`src/rtl/pb_err_slv_tile.sv`:
```
// Terminating AXI4 responder for unmapped mesh positions: every accepted read/write
// completes with DECERR, and a saturating counter tracks completed error transactions.
module pb_err_slv_tile #(
    parameter int unsigned IdWidth   = 4,
    parameter int unsigned DataWidth = 64,
    parameter int unsigned UserWidth = 1,
    parameter int unsigned CntWidth  = 32,
    parameter logic [63:0] RespData  = 64'hBADC_AB1E_BADC_AB1E
) (
    input  logic                 clk_i,
    input  logic                 rst_ni,
    input  logic                 aw_valid_i,
    output logic                 aw_ready_o,
    input  logic [IdWidth-1:0]   aw_id_i,
    input  logic [7:0]           aw_len_i,
    input  logic                 w_valid_i,
    output logic                 w_ready_o,
    input  logic                 w_last_i,
    output logic                 b_valid_o,
    input  logic                 b_ready_i,
    output logic [IdWidth-1:0]   b_id_o,
    output logic [1:0]           b_resp_o,
    output logic [UserWidth-1:0] b_user_o,
    input  logic                 ar_valid_i,
    output logic                 ar_ready_o,
    input  logic [IdWidth-1:0]   ar_id_i,
    input  logic [7:0]           ar_len_i,
    output logic                 r_valid_o,
    input  logic                 r_ready_i,
    output logic [IdWidth-1:0]   r_id_o,
    output logic [DataWidth-1:0] r_data_o,
    output logic [1:0]           r_resp_o,
    output logic                 r_last_o,
    output logic [UserWidth-1:0] r_user_o,
    output logic [CntWidth-1:0]  err_cnt_o
);

    localparam logic [1:0]           RespDecErr = 2'b11;
    localparam logic [DataWidth-1:0] RespBeat   = RespData[DataWidth-1:0];

    typedef enum logic [1:0] {
        W_IDLE,
        W_DATA,
        W_RESP
    } wState_e;

    typedef enum logic {
        R_IDLE,
        R_DATA
    } rState_e;

    wState_e              r_wState;
    logic                 r_awReady;
    logic                 r_wReady;
    logic                 r_bValid;
    logic [IdWidth-1:0]   r_bId;

    rState_e              r_rState;
    logic                 r_arReady;
    logic                 r_rValid;
    logic                 r_rLast;
    logic [IdWidth-1:0]   r_rId;
    logic [7:0]           r_len;
    logic [7:0]           r_beatCnt;

    logic [CntWidth-1:0]  r_errCnt;

    logic                 w_awHs;
    logic                 w_wLastHs;
    logic                 w_bHs;
    logic                 w_arHs;
    logic                 w_rHs;
    logic                 w_rLastHs;
    logic [1:0]           w_incr;
    logic [CntWidth:0]    w_cntSum;
    logic                 w_unusedAwLen;

    // Burst length on the write side is never trusted; wlast alone ends the burst.
    assign w_unusedAwLen = ^aw_len_i;

    assign w_awHs    = aw_valid_i & r_awReady;
    assign w_wLastHs = w_valid_i & r_wReady & w_last_i;
    assign w_bHs     = r_bValid & b_ready_i;
    assign w_arHs    = ar_valid_i & r_arReady;
    assign w_rHs     = r_rValid & r_ready_i;
    assign w_rLastHs = w_rHs & r_rLast;

    always_ff @(posedge clk_i) begin
        if (!rst_ni) begin
            r_wState  <= W_IDLE;
            r_awReady <= 1'b1;
            r_wReady  <= 1'b0;
            r_bValid  <= 1'b0;
            r_bId     <= '0;
        end else begin
            case (r_wState)
                W_IDLE: begin
                    if (w_awHs) begin
                        r_wState  <= W_DATA;
                        r_bId     <= aw_id_i;
                        r_awReady <= 1'b0;
                        r_wReady  <= 1'b1;
                    end
                end
                W_DATA: begin
                    if (w_wLastHs) begin
                        r_wState <= W_RESP;
                        r_wReady <= 1'b0;
                        r_bValid <= 1'b1;
                    end
                end
                W_RESP: begin
                    if (w_bHs) begin
                        r_wState  <= W_IDLE;
                        r_bValid  <= 1'b0;
                        r_awReady <= 1'b1;
                    end
                end
                default: begin
                    r_wState  <= W_IDLE;
                    r_awReady <= 1'b1;
                    r_wReady  <= 1'b0;
                    r_bValid  <= 1'b0;
                end
            endcase
        end
    end

    // r_rLast is precomputed one beat ahead so the last flag is a plain register.
    always_ff @(posedge clk_i) begin
        if (!rst_ni) begin
            r_rState  <= R_IDLE;
            r_arReady <= 1'b1;
            r_rValid  <= 1'b0;
            r_rLast   <= 1'b0;
            r_rId     <= '0;
            r_len     <= '0;
            r_beatCnt <= '0;
        end else begin
            case (r_rState)
                R_IDLE: begin
                    if (w_arHs) begin
                        r_rState  <= R_DATA;
                        r_rId     <= ar_id_i;
                        r_len     <= ar_len_i;
                        r_beatCnt <= '0;
                        r_rLast   <= (ar_len_i == 8'd0);
                        r_rValid  <= 1'b1;
                        r_arReady <= 1'b0;
                    end
                end
                R_DATA: begin
                    if (w_rHs) begin
                        if (r_rLast) begin
                            r_rState  <= R_IDLE;
                            r_rValid  <= 1'b0;
                            r_rLast   <= 1'b0;
                            r_arReady <= 1'b1;
                        end else begin
                            r_beatCnt <= r_beatCnt + 8'd1;
                            r_rLast   <= ((r_beatCnt + 8'd1) == r_len);
                        end
                    end
                end
                default: begin
                    r_rState  <= R_IDLE;
                    r_arReady <= 1'b1;
                    r_rValid  <= 1'b0;
                    r_rLast   <= 1'b0;
                end
            endcase
        end
    end

    assign w_incr   = {1'b0, w_bHs} + {1'b0, w_rLastHs};
    assign w_cntSum = {1'b0, r_errCnt} + (CntWidth+1)'(w_incr);

    // A carry out of the sum means we crossed all-ones; clamp there instead of wrapping.
    always_ff @(posedge clk_i) begin
        if (!rst_ni) begin
            r_errCnt <= '0;
        end else if (w_cntSum[CntWidth]) begin
            r_errCnt <= '1;
        end else begin
            r_errCnt <= w_cntSum[CntWidth-1:0];
        end
    end

    assign aw_ready_o = r_awReady;
    assign w_ready_o  = r_wReady;
    assign b_valid_o  = r_bValid;
    assign b_id_o     = r_bId;
    assign b_resp_o   = RespDecErr;
    assign b_user_o   = '0;
    assign ar_ready_o = r_arReady;
    assign r_valid_o  = r_rValid;
    assign r_id_o     = r_rId;
    assign r_data_o   = RespBeat;
    assign r_resp_o   = RespDecErr;
    assign r_last_o   = r_rLast;
    assign r_user_o   = '0;
    assign err_cnt_o  = r_errCnt;

endmodule

```
`config.mk`:
```
export PLATFORM = sky130hd
export DESIGN_NAME = pb_err_slv_tile
export DESIGN_NICKNAME = d
export VERILOG_FILES = /design/src/rtl/pb_err_slv_tile.sv
export SDC_FILE = /design/constraint.sdc
export NUM_CORES = 1
export LEC_CHECK = 0
export ABC_AREA = 1
export BUFFER_PORTS_ARGS = -buffer_cell sky130_fd_sc_hd__buf_2
export CORE_UTILIZATION = 54
export DETAILED_ROUTE_END_ITERATION = 8
export PLACE_DENSITY = 0.93
export SLEW_MARGIN = 20
export SYNTH_ARGS = -nofsm -noshare
export SYNTH_HDL_FRONTEND = slang
export SYNTH_SLANG_ARGS = --single-unit
export TNS_END_PERCENT = 100
```
`constraint.sdc`:
```
create_clock -name clk_i -period 5.6 [get_ports clk_i]
set_clock_uncertainty 0.15 [all_clocks]
set_input_delay 0.84 -clock clk_i [delete_from_list [all_inputs] [get_ports clk_i]]
set_output_delay 0.84 -clock clk_i [all_outputs]
set_load 0.05 [all_outputs]
```
==> results.toml <==
[clocking]
clock_path_buffers = 2
clkSlewWorstSetupHoldPaths_ns = 0.08
h-tree-depth = 3
ctsResizeCount = 0
cts.sinks = 65
cts-root-buf = "clkbuf_8"
cts-buffers-inserted = 9
cts_tree = "done"
clock_latency_ns = 0.35
hold_buffers = 0
post_cts_buffers = 0

[setup_path]
worstPathArrival_ns = 2.99
slowest_delay_ns = 0.52
end_kind = "flop"
crit_required_ns = 5.70
path_cells = "buf_2 > nand2_1 > nor2_1 > fa_1 > ha_1 > nand2_2 > nor2_4 > inv_2 > nor2_4 > nand2_2 > nand3_1 > nand2_1 > inv_1"
crit_type = "in -> reg"
critPathMaxFanout = 32
path_delay_family = "simple AND/OR/NAND/NOR gates"
worst-path-buf-inv = 3
start_kind = "primary input"
cp_slowest_cell = "nand2_2"

[placed_design]
portBuffers = 69
routabilityCongestion = 0.929
dpl.cell_count = 760
hpwl_um = 6620

[grt]
antenna_found_initial = 0
grt_pass1_vias = 3387
grt_overflow = 0
track_usage_pct = 24.7
grt_first_pass_wirelength_um = 14800
grt_max_degree = 39

[timing]
fmax_mhz = 346
rsz0062_at_grt = "no"
layout_min_cycle_time_ns = 2.89
tns_ns = 0
finalHoldViolations = 0
slew_headroom_pct = 52.2
finalSetupViolations = 0
finalMaxSlewViolations = 0
worst-slew-pin-transition_ns = 0.715
post-route-period-util_pct = 51.7
holdWs_ns = 0.331

[power_and_ir_drop]
power_switching_w = 0.000416
p_leak_nw = 2.18
switching_share_pct = 36.0
seq_power_share_pct = 42.8
p_clk_share_pct = 36.7
max-vdd-ir-drop_mv = 0.171
comb_power_share_pct = 20.5
intPower_w = 0.000740
powerDensity_mw_per_mm2 = 265

[yosys]
syn_avg_cell_area_sq_um = 6.62
synth_seq_cells = 65
ys_warn_count = 0
seq_area_frac_synth_pct = 32.4
netlist_area_sq_mm = 0.00402
syn_inst = 607
synth_cell_types = 32

[status]
status = "complete, no violations"

[drt]
drt_first_pass_iters = 6
vias_per_cell = 5.03
routedWlPerCell_um = 12.0
vias = 3903
drt-total-wl_um = 9280
drt.antenna.violating_nets = 0
drtIter0Drc = 277
drc = 0

[final_layout]
multiInputGateArea_sq_mm = 0.00209
drive_gt1_share_pct = 15.7
diodes = 0
nFillCells = 639
seq_area_sq_mm = 0.00130
final_util_pct = 60.4
syn2layout_area_growth_pct = 8.50
final_nets = 707
final_cells = 776

[floorplan]
fp.dieH_um = 88.3
die_w_um = 88.3
core_area_sq_mm = 0.00721
initial_core_util_pct = 55.7
dieArea_sq_mm = 0.00779
ios = 148
rows = 31

[run]
drv_cap = 0

[worst_hold_path]
hp-class = "reg -> reg"
-- logic make-up after synthesis --
logic type	share of synthesized area, %
AND/OR/NAND/NOR	33.7
buffers and inverters	22.0
flip-flops	32.4
AO/OA/AOI/OAI	8.28
XOR/XNOR	2.40
adder cells (fa/ha/maj)	1.12
other	0.187
-- per-stage QoR --
step / instance area (sq um) / setup slack (ns) / total power (W)
after global placement: 4150 / 2.41 / 0.000734
after global routing: 4360 / 2.59 / 0.00120
final: 4360 / 2.71 / 0.00116
after CTS: 4360 / 2.73 / 0.00116
after detailed placement: 4150 / 2.37 / 0.000739
after floorplan: 4270 / 3.04 / 0.000742
-- final timing paths --
kind | from | to | slack (ns) | cells after the start
worst max register to register | r_valid_o$_SDFFE_PN0P_ | err_cnt_o[16]$_SDFF_PN0_ | 2.95 | 12
worst min register to register | r_id_o[0]$_SDFFE_PN0P_ | r_id_o[0]$_SDFFE_PN0P_ | 0.33 | 2
worst min-delay path | r_id_o[0]$_SDFFE_PN0P_ | r_id_o[0]$_SDFFE_PN0P_ | 0.33 | 2
worst max-delay path | r_ready_i | err_cnt_o[16]$_SDFF_PN0_ | 2.71 | 13
-- routing by layer --
layer | GRT usage (%) | vias up | share of wire (%)
met5 | 0 | - | 0
met4 | 13.3 | 0 | 2.9
met3 | 5.97 | 28 | 7.9
met2 | 42.4 | 206 | 50
met1 | 28.3 | 1756 | 39
li1 | - | 1913 | -
-- power groups by stage --
stage	combinational, W	sequential (W)	clock (W)
floorplan	0.000197	0.000546	0
global placement	0.000230	0.000504	0
detailed placement	0.000234	0.000505	0
CTS	0.000235	0.000495	0.000427
global route	0.000254	0.000498	0.000452
finish	0.000237	0.000495	0.000424
-- cells in the final DEF, fill, tap and decap left out --
master	count
or2_2	2
nor3_1	14
ha_1	2
bufinv_16	1
nand3b_1	5
o211ai_1	1
o21ai_0	24
inv_6	3
nand3_1	51
conb_1	70
clkinvlp_4	1
nand3_2	9
a21oi_1	34
nand4_1	8
xnor2_1	3
nand2_1	141
dfxtp_1	65
nor2_1	61
o21ai_2	1
nor2_2	3
nor4_1	2
xor2_1	8
clkinv_4	1
inv_1	75
nor2_4	2
fa_1	1
and3_1	2
a31oi_1	3
nand2_2	2
clkbuf_8	10
inv_2	2
a21o_1	1
buf_2	69
-- cells in the mapped netlist --
| cell type | n | area (sq um) |
|---|---|---|
| nor3_1 | 14 | 70.1 |
| nand3_2 | 9 | 90.1 |
| buf_1 | 3 | 11.3 |
| xor2_1 | 8 | 70.1 |
| o21ai_0 | 24 | 120 |
| buf_2 | 3 | 15.0 |
| nor2_1 | 61 | 229 |
| a21o_1 | 1 | 7.51 |
| fa_1 | 1 | 20.0 |
| o211ai_1 | 1 | 7.51 |
| buf_4 | 70 | 526 |
| nor4_1 | 2 | 12.5 |
| nand4_1 | 8 | 50.1 |
| clkbuf_1 | 5 | 18.8 |
| nand2_1 | 141 | 529 |
| o21ai_2 | 1 | 8.76 |
| nor2_2 | 3 | 18.8 |
| a31oi_1 | 3 | 18.8 |
| buf_6 | 2 | 22.5 |
| and3_1 | 2 | 12.5 |
| nand3_1 | 51 | 255 |
| a21oi_1 | 34 | 170 |
| nor2_4 | 2 | 22.5 |
| dfxtp_1 | 65 | 1300 |
| inv_1 | 75 | 282 |
| xnor2_1 | 3 | 26.3 |
| nand3b_1 | 5 | 37.5 |
| conb_1 | 2 | 7.51 |
| inv_2 | 2 | 7.51 |
| nand2_2 | 2 | 12.5 |
| or2_2 | 2 | 12.5 |
| ha_1 | 2 | 25.0 |
-- tightest hold or removal path: cells and delay by family (launching register included) --
family           cells  cell delay [ns]
and+or+nand+nor      2             0.12
DFF                  1             0.33
-- area by class of cell --
class                      count  area share [%]
clock buffer                  10            3.16
clock inverter                 6            1.66
inverter                      77            6.63
multi-input combinational    450            47.9
sequential                    65            29.9
tap                           99            2.84
timing repair buffer          69            7.92
-- registers in the layout, indices dropped and copies added (netlist names) --
name / flops
r_valid_o: 1
err_cnt_o: 32
r_id_o: 4
w_ready_o: 1
ar_ready_o: 1
r_rState: 1
r_len: 8
r_last_o: 1
r_wState: 2
b_valid_o: 1
b_id_o: 4
aw_ready_o: 1
r_beatCnt: 8
Note: power is estimated with default switching activity, not from simulation.
